**config.mk**
```make
export PLATFORM = sky130hd
export DESIGN_NAME = spi_controller
export DESIGN_NICKNAME = d
export VERILOG_FILES = /design/src/rtl/spi_pkg.sv /design/src/rtl/spi_phase_timer.sv /design/src/rtl/spi_controller.sv
export SDC_FILE = /design/constraint.sdc
export NUM_CORES = 1
export LEC_CHECK = 0
export BUFFER_PORTS_ARGS = -buffer_cell sky130_fd_sc_hd__clkbuf_2
export CAP_MARGIN = 0
export CORE_ASPECT_RATIO = 1.5
export CORE_MARGIN = 2
export CORE_UTILIZATION = 45
export CTS_CLUSTER_DIAMETER = 30
export DETAILED_ROUTE_END_ITERATION = 7
export GPL_TIMING_DRIVEN = 0
export MAX_ROUTING_LAYER = met4
export PLACE_DENSITY = 0.65
export SKIP_CTS_REPAIR_TIMING = 1
export SLEW_MARGIN = 15
export SYNTH_ARGS = -nofsm -noshare
export SYNTH_HDL_FRONTEND = slang
export SYNTH_SLANG_ARGS = --single-unit
```
**constraint.sdc**
```tcl
create_clock -name clk -period 2.5 [get_ports clk]
set_input_delay 0.125 -clock clk [delete_from_list [all_inputs] [get_ports clk]]
set_output_delay 0.125 -clock clk [all_outputs]
set_load 0.01 [all_outputs]
```
**src/rtl/spi_pkg.sv**
```systemverilog
// Shared types and constants for the SPI register-write initiator.
package spi_pkg;

    localparam int FRAME_BITS = 16;
    localparam int ADDR_W     = 7;
    localparam int DATA_W     = 8;

    // Peripheral register map
    localparam logic [ADDR_W-1:0] EN_OUT_LO = 7'h00;
    localparam logic [ADDR_W-1:0] EN_OUT_HI = 7'h01;
    localparam logic [ADDR_W-1:0] EN_PWM_LO = 7'h02;
    localparam logic [ADDR_W-1:0] EN_PWM_HI = 7'h03;
    localparam logic [ADDR_W-1:0] PWM_DUTY  = 7'h04;

    typedef enum logic [2:0] {
        IDLE,
        SETUP,
        HIGH,
        LOW,
        HOLD,
        GAP
    } state_t;

    // Frame layout on the wire, MSB first: {write, addr, data}
    function automatic logic [FRAME_BITS-1:0] pack_frame(
        input logic              write,
        input logic [ADDR_W-1:0] addr,
        input logic [DATA_W-1:0] wdata
    );
        return {write, addr, wdata};
    endfunction

endpackage

```
**src/rtl/spi_phase_timer.sv**
```systemverilog
// Loadable 8-bit down-counter timing every phase of an SPI frame.
module spi_phase_timer (
    input  logic       clk,
    input  logic       rst_n,
    input  logic       load,
    input  logic [7:0] load_val,
    output logic [7:0] count,
    output logic       zero
);

    // Load wins over counting; the counter parks at zero between phases.
    always_ff @(posedge clk or negedge rst_n) begin
        if (!rst_n) begin
            count <= 8'd0;
        end else if (load) begin
            count <= load_val;
        end else if (count != 8'd0) begin
            count <= count - 8'd1;
        end
    end

    assign zero = (count == 8'd0);

endmodule

```
**src/rtl/spi_controller.sv**
```systemverilog
// SPI mode-0 initiator for 16-bit register-write frames with optional read-back.
//
// state | meaning
// IDLE  | nCS high, ready for a request
// SETUP | nCS low, sCLK low, first bit on COPI before the first rising edge
// HIGH  | sCLK high, COPI stable, CIPO sampled at the end of data-phase bits
// LOW   | sCLK low, COPI already moved to the next bit
// HOLD  | sCLK low after the last falling edge, nCS still low
// GAP   | nCS high, enforced inter-frame spacing; done in its last cycle
module spi_controller
    import spi_pkg::*;
#(
    parameter int CLK_DIV      = 4,
    parameter int SETUP_CYCLES = 4,
    parameter int HOLD_CYCLES  = 4,
    parameter int GAP_CYCLES   = 8
) (
    input  logic       clk,
    input  logic       rst_n,
    input  logic       req_valid,
    output logic       req_ready,
    input  logic       req_write,
    input  logic [6:0] req_addr,
    input  logic [7:0] req_wdata,
    output logic       done,
    output logic [7:0] rd_data,
    output logic       sCLK,
    output logic       nCS,
    output logic       COPI,
    input  logic       CIPO
);

    if (CLK_DIV < 3 || CLK_DIV > 255 ||
        SETUP_CYCLES < 1 || SETUP_CYCLES > 255 ||
        HOLD_CYCLES < 1 || HOLD_CYCLES > 255 ||
        GAP_CYCLES < 1 || GAP_CYCLES > 255) begin : g_param_check
        $error("spi_controller: timing parameter out of legal range");
    end

    // Timer reload values: a phase of N cycles counts N-1 down to 0.
    localparam logic [7:0] DIV_LD   = 8'(CLK_DIV - 1);
    localparam logic [7:0] SETUP_LD = 8'(SETUP_CYCLES - 1);
    localparam logic [7:0] HOLD_LD  = 8'(HOLD_CYCLES - 1);
    localparam logic [7:0] GAP_LD   = 8'(GAP_CYCLES - 1);

    state_t                  state, state_d;
    logic [FRAME_BITS-1:0]   shreg, shreg_d;
    logic                    wr_frame, wr_frame_d;
    logic [3:0]              bit_idx, bit_idx_d;
    logic [DATA_W-1:0]       cap, cap_d;
    logic                    cipo_s1, cipo_s2;

    logic                    sclk_d, ncs_d, copi_d, ready_d, done_d;
    logic [DATA_W-1:0]       rd_data_d;

    logic                    timer_load;
    logic [7:0]              timer_val;
    logic [7:0]              timer_count;
    logic                    timer_zero;

    spi_phase_timer u_timer (
        .clk      (clk),
        .rst_n    (rst_n),
        .load     (timer_load),
        .load_val (timer_val),
        .count    (timer_count),
        .zero     (timer_zero)
    );

    // CIPO comes from another clock domain; two flops before it is used.
    always_ff @(posedge clk or negedge rst_n) begin
        if (!rst_n) begin
            cipo_s1 <= 1'b0;
            cipo_s2 <= 1'b0;
        end else begin
            cipo_s1 <= CIPO;
            cipo_s2 <= cipo_s1;
        end
    end

    // State, datapath and every output are registered here.
    always_ff @(posedge clk or negedge rst_n) begin
        if (!rst_n) begin
            state     <= IDLE;
            shreg     <= '0;
            wr_frame  <= 1'b0;
            bit_idx   <= 4'd0;
            cap       <= '0;
            sCLK      <= 1'b0;
            nCS       <= 1'b1;
            COPI      <= 1'b0;
            req_ready <= 1'b1;
            done      <= 1'b0;
            rd_data   <= '0;
        end else begin
            state     <= state_d;
            shreg     <= shreg_d;
            wr_frame  <= wr_frame_d;
            bit_idx   <= bit_idx_d;
            cap       <= cap_d;
            sCLK      <= sclk_d;
            nCS       <= ncs_d;
            COPI      <= copi_d;
            req_ready <= ready_d;
            done      <= done_d;
            rd_data   <= rd_data_d;
        end
    end

    // Next-state and next-output logic; all phase ends are driven by the timer.
    always_comb begin
        state_d    = state;
        shreg_d    = shreg;
        wr_frame_d = wr_frame;
        bit_idx_d  = bit_idx;
        cap_d      = cap;
        sclk_d     = sCLK;
        ncs_d      = nCS;
        copi_d     = COPI;
        ready_d    = req_ready;
        done_d     = 1'b0;
        rd_data_d  = rd_data;
        timer_load = 1'b0;
        timer_val  = 8'd0;

        case (state)
            IDLE: begin
                if (req_valid && req_ready) begin
                    shreg_d    = pack_frame(req_write, req_addr, req_wdata);
                    wr_frame_d = req_write;
                    bit_idx_d  = 4'd15;
                    ncs_d      = 1'b0;
                    copi_d     = req_write;
                    ready_d    = 1'b0;
                    timer_load = 1'b1;
                    timer_val  = SETUP_LD;
                    state_d    = SETUP;
                end
            end

            SETUP: begin
                if (timer_zero) begin
                    sclk_d     = 1'b1;
                    timer_load = 1'b1;
                    timer_val  = DIV_LD;
                    state_d    = HIGH;
                end
            end

            HIGH: begin
                if (timer_zero) begin
                    // Data phase bits are sampled as late as possible in the high phase.
                    if (bit_idx <= 4'd7) begin
                        cap_d = {cap[DATA_W-2:0], cipo_s2};
                    end
                    sclk_d     = 1'b0;
                    timer_load = 1'b1;
                    if (bit_idx != 4'd0) begin
                        shreg_d   = shreg << 1;
                        copi_d    = shreg[FRAME_BITS-2];
                        bit_idx_d = bit_idx - 4'd1;
                        timer_val = DIV_LD;
                        state_d   = LOW;
                    end else begin
                        timer_val = HOLD_LD;
                        state_d   = HOLD;
                    end
                end
            end

            LOW: begin
                if (timer_zero) begin
                    sclk_d     = 1'b1;
                    timer_load = 1'b1;
                    timer_val  = DIV_LD;
                    state_d    = HIGH;
                end
            end

            HOLD: begin
                if (timer_zero) begin
                    ncs_d      = 1'b1;
                    copi_d     = 1'b0;
                    timer_load = 1'b1;
                    timer_val  = GAP_LD;
                    state_d    = GAP;
                    if (!wr_frame) begin
                        rd_data_d = cap;
                    end
                    // A one-cycle gap is also its own last cycle.
                    done_d = (GAP_CYCLES == 1);
                end
            end

            GAP: begin
                // Registered done must rise one cycle ahead of the final gap cycle.
                if (timer_count == 8'd1) begin
                    done_d = 1'b1;
                end
                if (timer_zero) begin
                    ready_d = 1'b1;
                    state_d = IDLE;
                end
            end

            default: begin
                state_d = IDLE;
            end
        endcase
    end

endmodule

```
==> metrics, run 1 <==
Residual DRC=0; height of the die=97.45 um; Synth cell types=53; CTS Sinks=54; Placeable Area=5700 um^2; Detailed Routing Iterations Pass 1=5; GRT Util Overall=0.1700; unrepaired setup endpoints after global routing=false; FILL cells=535; reg2reg start=u_timer.count[0]; GRT overflow=0; worst rel slew slack=0.5257; worst-margin pin slew=0.7114 ns; Total Neg Setup Slack=0 ns; Chip Width=66.30 um; drt first-iter violations=85; WP data arrival=2.47 ns; port bufs=32; Leak Pwr=1.488 nW; Startpoint Class=flip-flop; EDFF count, synth=0; Antenna diodes=0; reg2reg setup slack=0.24 ns; Cells after Synth=211; worst clock skew=0.01054 ns; synth-to-layout area growth=14.90%; H-Tree Level Count=2; Via-to-Cell Ratio=5.342; share of cells above drive strength 1=0.4071; vias in the first global route=1,838; clk slew on worst S/H paths=0.10 ns; Avg Cell Area, Syn=12.42 um^2; via count=1,736; setup violators final=0; Worst R2R Path Depth=6; pin count of the biggest net entering global routing=55; MaxCap Viol Count=0; Longest Clk Path Bufs=2; IO Pins=33; Required @ worst endpoint=2.70 ns; FMAX=441.5 MHz; initial core utilization=0.4596; sequential fraction of the synthesis area=0.5167; RD Place Congestion=0.7973; worst-path fanout max=8; status=completed; Max Slew Vio Count=0; HP Class=input pin to flip-flop; Fin. Hold Viols=0; pwr dens=509.2 nW/um^2; first-pass GRT wire length=8411 um; Final #Nets=277; Clock Latency Late Sink=0.31 ns; WL/cell=14.47 um; CTS Buf Count=5; crit path capture=cap[2]; Net Count, Synth=236; Top FF cell, synth=dfrtp_1; Placed Cells=315; Crit. Startpoint=u_timer.count[0]; dpl hpwl=3363 um; critical path class=flip-flop to flip-flop; min Tclk post-route=2.265 ns; Rows=34; Max VDD drop=0.5158 mV; Syn. warnings=0; Routed Antenna Nets=0; Non-Filler Instances=325; CTS tree=built; Critical Path Sink Type=flip-flop; die area=6461 um^2; drt total wl=4704 um; cell area after synthesis=2620 um^2; clk root buf=clkbuf_8; initial antenna violation count=0; flops & latches, synth=54; Worst R2R End=cap[2]; post-route clock period utilization=0.9059; ys async rst share=1.000
==> placed cells by master (no fill, tap or decap), types with 5 or more instances in the layout <==
cell type and count:
clkbuf_8 5, o21ai_0 6, mux2_1 6, ha_1 5
clkbuf_2 31, inv_1 9, a21oi_1 12, mux2_2 40
dfrtp_1 52, nor2_1 11, nand2_1 6
==> critical path, stage by stage, from the launching register on <==
cell and delay (ns):
dfrtp_1 0.41, inv_1 0.12, ha_1 0.21, nor4b_4 0.31, nand2_2 0.19, nor4_4 0.52
mux2_2 0.40
==> registers in the layout, indices dropped and copies added (netlist names) <==
register / flops
COPI: 1
bit_idx: 4
cap: 8
cipo_s1: 1
cipo_s2: 1
done: 1
nCS: 1
rd_data: 8
req_ready: 1
sCLK: 1
shreg: 15
state: 3
u_timer.count: 8
wr_frame: 1
==> cells by family after synthesis <==
logic type | share of synthesized area
mux | 0.2015
fa+ha+maj | 0.02388
compound gates | 0.08645
simple gates | 0.1227
xor+xnor | 0.01671
flops | 0.5167
buf+inv | 0.03199
==> routing by layer <==
layer / share of wire / GRT usage / vias to the layer above
met2: 0.55 / 0.2908 / 31
met4: 0.015 / 0.05651 / 0
li1: - / - / 837
met1: 0.40 / 0.1948 / 862
met3: 0.037 / 0.03476 / 6
met5: 0 / - / -
==> layout make-up <==
cell class | count | area, um^2 | share of cell area
buffer | 8 | 50.05 | 0.01663
clock buffer | 5 | 68.82 | 0.02286
clock inverter | 3 | 48.80 | 0.01621
inverter | 9 | 33.78 | 0.01122
multi-input combinational | 140 | 1182 | 0.3928
sequential | 54 | 1354 | 0.4497
tap | 72 | 90.09 | 0.02993
timing repair buffer | 34 | 182.7 | 0.06068
==> cells in the mapped netlist (2+ instances only) <==
library cell | n | area [um^2]
nand2b_1 | 3 | 18.77
buf_2 | 4 | 20.02
mux2_1 | 6 | 67.56
a31o_2 | 2 | 17.52
dfrtp_1 | 52 | 1301
buf_6 | 2 | 22.52
nand4_1 | 2 | 12.51
mux2_2 | 40 | 450.4
dfstp_2 | 2 | 52.55
o21ai_0 | 6 | 30.03
a21o_1 | 3 | 22.52
xnor2_1 | 4 | 35.03
a21oi_1 | 12 | 60.06
or3_1 | 2 | 12.51
ha_1 | 5 | 62.56
nor2_1 | 11 | 41.29
nor4_1 | 2 | 12.51
inv_1 | 9 | 33.78
a22o_1 | 2 | 17.52
nand3_1 | 3 | 15.01
nand2_1 | 6 | 22.52
nor3_1 | 2 | 10.01
==> power by group <==
part / total, mW / switching (mW) / internal [mW]
Sequential: 0.875 / 0.000389 / 0.875
Combinational: 0.0456 / 0.0239 / 0.0217
Clock: 0.612 / 0.307 / 0.305
==> worst min-delay path by stage <==
stage,from,endpoint,cells after the start
finish,req_wdata[0],shreg[0],2
global route,req_wdata[0],shreg[0],2
CTS,CIPO,cipo_s1,1
detailed placement,CIPO,cipo_s1,1
global placement,CIPO,cipo_s1,1
floorplan,rst_n,COPI,0
==> per-stage QoR <==
step / cell area (um^2) / util / hold WS (ns) / power [mW] / setup slack (ns)
after floorplan: 2620 / - / -0.1706 / 0.9032 / 0.5279
after global placement: 2870 / 0.5035 / 0.2332 / 0.9368 / 0.2176
after detailed placement: 2873 / 0.5040 / 0.2354 / 0.9375 / 0.2387
after CTS: 2990 / 0.5246 / -0.1018 / 1.558 / 0.2182
after global routing: 3010 / 0.5281 / 0.03799 / 1.594 / 0.06658
final: 3010 / 0.5281 / 0.03487 / 1.533 / 0.2351
Note: power is estimated with default switching activity, not from simulation.
==> inputs of run 2 (changes only) <==
--- a/config.mk
+++ b/config.mk
@@ -12,9 +12,7 @@
 export CORE_UTILIZATION = 45
 export CTS_CLUSTER_DIAMETER = 30
 export DETAILED_ROUTE_END_ITERATION = 7
-export GPL_TIMING_DRIVEN = 0
 export MAX_ROUTING_LAYER = met4
-export PLACE_DENSITY = 0.65
 export SKIP_CTS_REPAIR_TIMING = 1
 export SLEW_MARGIN = 15
 export SYNTH_ARGS = -nofsm -noshare
==> metrics, run 2 (synthesis results as in run 1) <==
CTS Sinks=54 (unchanged); Detailed Routing Iterations Pass 1=4 (-1); port bufs=32 (unchanged); clk root buf=clkbuf_8; GRT overflow=0 (unchanged); pwr dens=473.7 nW/um^2 (-7.0%); cell with the largest stage delay on the worst path=dfrtp_1; total power=1.411 mW (-7.9%); Via-to-Cell Ratio=5.344 (about the same); synth-to-layout area growth=13.71%; Logic pwr share=0.033 (+0.003); FILL cells=523 (-2.2%); Crit. Startpoint=u_timer.count[0]; H-Tree Level Count=2 (unchanged); Placeable Area=5700 um^2 (unchanged); MaxCap Viol Count=0 (unchanged); HP Class=input pin to flip-flop; worst rel slew slack=0.6450 (+0.1193); most common cell after layout, fill and taps aside=dfrtp_1; share of cells above drive strength 1=0.4104 (+0.003244); drt total wl=4619 um (-1.8%); Longest Clk Path Bufs=2 (unchanged); Hold EP=shreg[0]; clock power share=0.347 (-0.052); Max VDD drop=0.2927 mV (-43%); Worst R2R End=shreg[1]; Leak Pwr=1.477 nW (-0.74%); CP peak stage delay=0.40 ns (-0.12 ns); vias in the first global route=1,728 (-6.0%); critical path class=flip-flop to flip-flop; hold path cells=2 (unchanged); Int Pwr=1.096 mW (-8.8%); setup violators final=0 (unchanged); Clock Latency Late Sink=0.31 ns (about the same); Rows=34 (unchanged); Routed Antenna Nets=0 (unchanged); worst-path fanout max=14 (+6); first-pass GRT wire length=8107 um (-3.6%); unrepaired setup endpoints after global routing=false; Switching Share=0.2232 (+0.007151); post-route clock period utilization=0.8336 (-0.07236); Sw Pwr=0.3149 mW (-4.9%); status=completed; most frequent cells in the layout=52 x dfrtp_1, 40 x mux2_2, 32 x clkbuf_2; Required @ worst endpoint=2.70 ns (about the same); initial antenna violation count=0 (unchanged); worst-margin pin slew=0.5325 ns (-0.1789 ns); CTS Buf Count=5 (unchanged); FMAX=479.9 MHz (+8.7%); Chip Width=66.30 um (unchanged); min Tclk post-route=2.084 ns (-0.1809 ns); WP data arrival=2.28 ns (-0.19 ns); WL/cell=14.30 um (-1.2%); height of the die=97.45 um (unchanged); reg2reg start=u_timer.count[0]; critical path cell sequence=inv_1, ha_1, nor4b_4, and2_2, a21o_2, mux2_2; pin count of the biggest net entering global routing=38 (-31%); Final #Nets=276 (-0.36%); initial core utilization=0.4596 (unchanged); max reg flops=15 (unchanged); Max Slew Vio Count=0 (unchanged); Reg with most FFs=shreg; reg2reg setup slack=0.42 ns (+0.18 ns); dpl hpwl=3365 um (about the same); Hold WS=0.04741 ns (+0.01255 ns); via count=1,726 (-0.58%); drt first-iter violations=74 (-13%); Fin. Hold Viols=0 (unchanged); utilization after layout=0.5226 (-0.005487); clk slew on worst S/H paths=0.09 ns (about the same); Critical Path Sink Type=flip-flop; Worst R2R Path Depth=6 (unchanged); RD Place Congestion=0.7711 (-3.3%); IO Pins=33 (unchanged); Residual DRC=0 (unchanged); Seq pwr share=0.620 (+0.049); worst clock skew=0.008037 ns (-0.002506 ns); Total Neg Setup Slack=0 ns (unchanged); Antenna diodes=0 (unchanged); HP Start=req_wdata[0]; die area=6461 um^2 (unchanged); GRT Util Overall=0.1674 (-0.002602); CTS tree=built; Startpoint Class=flip-flop
## run 2: worst max-delay path: cells and delay by family, from the launching register on
kind	cells	cell delay [ns]
buf+inv	1	0.12
mux	1	0.37
compound gates	1	0.33
simple gates	2	0.54
flops	1	0.40
fa+ha+maj	1	0.21
## run 2: cell type report
| cell class | count | area, um^2 | area share |
|---|---|---|---|
| clock buffers | 5 | 68.82 | 0.02310 |
| clock inverters | 2 | 17.52 | 0.005880 |
| inverters | 9 | 33.78 | 0.01134 |
| multi-input cells | 140 | 1182 | 0.3969 |
| flip-flops and latches | 54 | 1354 | 0.4544 |
| well taps | 72 | 90.09 | 0.03024 |
| repair buffers | 41 | 232.7 | 0.07812 |
## run 2: routing by layer
metal / part of all wire / wire [um] / vias to the layer above / track usage
li1: - / - / 837 / -
met1: 0.43 / 1968 / 859 / 0.2159
met2: 0.53 / 2426 / 22 / 0.2546
met3: 0.027 / 126 / 8 / 0.03129
met4: 0.021 / 98 / 0 / 0.07535
met5: 0 / 0 / - / -
## run 2: power groups by stage
stage               registers, mW  clock network (mW)  logic [mW]
floorplan                   0.892                   0      0.0111
global placement            0.892                   0      0.0464
detailed placement          0.892                   0      0.0467
CTS                         0.875               0.511      0.0468
global route                0.875               0.544      0.0549
finish                      0.875               0.490      0.0465
## run 2: per-stage QoR
stage	instance area, um^2	worst slack, ns	instances
3_5_place_dp	2873	0.3861	314
3_3_place_gp	2873	0.4215	314
2_1_floorplan	2620	0.5279	211
4_1_cts	2959	0.3905	321
5_1_grt	2979	0.2741	323
6_report	2979	0.4160	323
## run 2: how the worst max path moves through the flow
stage	slack (ns)	cells after the start	endpoint
after floorplan	0.53	6	cap[0]
after global placement	0.42	4	shreg[7]
after detailed placement	0.39	6	shreg[7]
after CTS	0.39	6	shreg[1]
after global routing	0.27	6	shreg[1]
final	0.42	6	shreg[1]
==> inputs of run 3 (changes only) <==
--- a/config.mk
+++ b/config.mk
@@ -13,6 +13,7 @@
 export CTS_CLUSTER_DIAMETER = 30
 export DETAILED_ROUTE_END_ITERATION = 7
 export MAX_ROUTING_LAYER = met4
+export PLACE_DENSITY = 0.67
 export SKIP_CTS_REPAIR_TIMING = 1
 export SLEW_MARGIN = 15
 export SYNTH_ARGS = -nofsm -noshare
==> constraint.sdc (replaced) <==
create_clock -name clk -period 1.85 [get_ports clk]
set_input_delay 0.0925 -clock clk [delete_from_list [all_inputs] [get_ports clk]]
set_output_delay 0.0925 -clock clk [all_outputs]
set_load 0.01 [all_outputs]
==> metrics, run 3 (synthesis results as in run 1) <==
status=completed; share of cells above drive strength 1=0.4982 (+0.08782); setup violators final=0 (unchanged); unrepaired setup endpoints after global routing=true; critical path cell sequence=inv_2, ha_4, nor4b_4, and2_4, buf_6, nand4b_4, mux2_4; synth-to-layout area growth=28.65%; min Tclk post-route=1.830 ns (-0.2536 ns); GRT overflow=0 (unchanged); CTS Sinks=54 (unchanged); Startpoint Class=flip-flop; CP peak stage delay=0.40 ns (about the same); die area=6461 um^2 (unchanged); CTS tree=built; max reg flops=15 (unchanged); most common cell after layout, fill and taps aside=dfrtp_1; Worst R2R Path Depth=7 (+1); Worst R2R End=rd_data[6]; drt total wl=5277 um (+14%); worst-path fanout max=8 (-6); Fin. Hold Viols=0 (unchanged); critical path class=flip-flop to flip-flop; CP bufs+invs=2 (+1); H-Tree Level Count=2 (unchanged); post-route clock period utilization=0.9894 (+0.1558); most frequent cells in the layout=52 x dfrtp_1, 32 x clkbuf_2, 24 x buf_4; Antenna diodes=0 (unchanged); HP Class=input pin to flip-flop; WL met2=2910 um (+20%); WL/cell=15.21 um (+6.3%); Final #Nets=299 (+8.3%); Worst path top cell family by delay=simple AND/OR/NAND/NOR gates; post-route setup slack=0.01959 ns (-0.3964 ns); hold path cells=2 (unchanged); cell with the largest stage delay on the worst path=dfrtp_1; reg2reg setup slack=0.02 ns (-0.40 ns); dpl cell area=3089 um^2 (+7.5%); clk slew on worst S/H paths=0.10 ns (about the same); Leak Pwr=1.648 nW (+12%); GRT Util Overall=0.1818 (+0.01440); Met3 Wirelength=101 um (-20%); reg2reg start=u_timer.count[0]; worst clock skew=0.004543 ns (-0.003493 ns); Max Slew Vio Count=0 (unchanged); Rows=34 (unchanged); total power=2.041 mW (+45%); Via-to-Cell Ratio=5.219 (-2.3%); FILL cells=500 (-4.4%); Crit path depth=7 (+1); via count=1,811 (+4.9%); initial antenna violation count=0 (unchanged); Clock Latency Late Sink=0.30 ns (about the same); FMAX=546.3 MHz (+14%); Highest Signal Layer=met4; finished layout cell area=3371 um^2 (+13%); Hold WS=0.006232 ns (-0.04118 ns); post-place setup slack=-0.03138 ns (-0.4175 ns); height of the die=97.45 um (unchanged); pwr dens=605.6 nW/um^2 (+28%); CTS Buf Count=5 (unchanged); MaxCap Viol Count=0 (unchanged); Detailed Routing Iterations Pass 1=4 (unchanged); clk root buf=clkbuf_8; initial core utilization=0.4596 (unchanged); Residual DRC=0 (unchanged); drt first-iter violations=33 (-55%); RD Place Congestion=0.7947 (+3.1%); Longest Clk Path Bufs=2 (unchanged); dpl hpwl=3740 um (+11%); Hold EP=shreg[0]; IO Pins=33 (unchanged); Placeable Area=5700 um^2 (unchanged); Critical Path Sink Type=flip-flop; Routed Antenna Nets=0 (unchanged); vias in the first global route=1,925 (+11%); first-pass GRT wire length=8818 um (+8.8%); Required @ worst endpoint=2.04 ns (-0.66 ns); worst-margin pin slew=0.5570 ns (+0.02448 ns); pin count of the biggest net entering global routing=36 (-5.3%); port bufs=32 (unchanged); worst rel slew slack=0.6287 (-0.01632); Max VDD drop=0.4581 mV (+57%); Chip Width=66.30 um (unchanged); HP Start=req_wdata[0]; WP data arrival=2.02 ns (-0.26 ns); M1 WL=2186 um (+11%); Reg with most FFs=shreg
-- run 3: cell count changes in the layout (fill, tap and decap cells not counted), sizes merged --
cell,delta
buf,+22
bufinv,+1
clkbuf,+2
clkinvlp,+1
inv,-2
-- run 3: worst reg2reg max path: cells and delay by family (launching register included) --
kind | cells | cell delay, ns
buffers and inverters | 2 | 0.19
muxes | 1 | 0.35
adders and majority gates | 1 | 0.13
and+or+nand+nor | 3 | 0.65
DFF | 1 | 0.40
-- run 3: final cells by class --
| class | count | area (um^2) | share of cell area |
|---|---|---|---|
| clock inverters | 2 | 37.54 | 0.01114 |
| inverters | 9 | 33.78 | 0.01002 |
| flip-flops and latches | 54 | 1354 | 0.4016 |
| well taps | 72 | 90.09 | 0.02673 |
| multi-input cells | 140 | 1315 | 0.3901 |
| repair buffers | 64 | 467.9 | 0.1388 |
| clock buffers | 6 | 72.57 | 0.02153 |
-- run 3: per-stage QoR --
| step | util | TNS [ns] | cells |
|---|---|---|---|
| 3_5_place_dp | 0.5419 | -0.2818 | 335 |
| 2_1_floorplan | - | -0.6485 | 211 |
| 6_report | 0.5913 | 0 | 347 |
| 3_3_place_gp | 0.5419 | -0.1979 | 335 |
| 5_1_grt | 0.5913 | -0.9343 | 347 |
| 4_1_cts | 0.5612 | -0.8340 | 343 |
-- run 3: metal layers --
metal,GRT usage,vias up
met5,-,-
met2,0.3192,19
li1,-,880
met3,0.02781,4
met1,0.2026,908
met4,0.06750,0
-- run 3: worst max-delay path by stage --
stage	start	end	slack [ns]
2_1_floorplan	u_timer.count[0]	cap[0]	-0.09
5_1_grt	u_timer.count[0]	rd_data[6]	-0.08
3_3_place_gp	bit_idx[0]	shreg[12]	-0.04
6_report	u_timer.count[0]	rd_data[6]	0.02
4_1_cts	bit_idx[0]	shreg[11]	-0.05
3_5_place_dp	bit_idx[0]	shreg[11]	-0.03
-- run 3: report_power, final --
group | internal, mW | switching [mW] | leakage [nW] | total [mW]
Sequential | 1.18 | 0.000646 | 0.714 | 1.18
Clock | 0.404 | 0.386 | 0.0514 | 0.790
Combinational | 0.0335 | 0.0353 | 0.883 | 0.0688
Total | 1.62 | 0.422 | 1.65 | 2.04
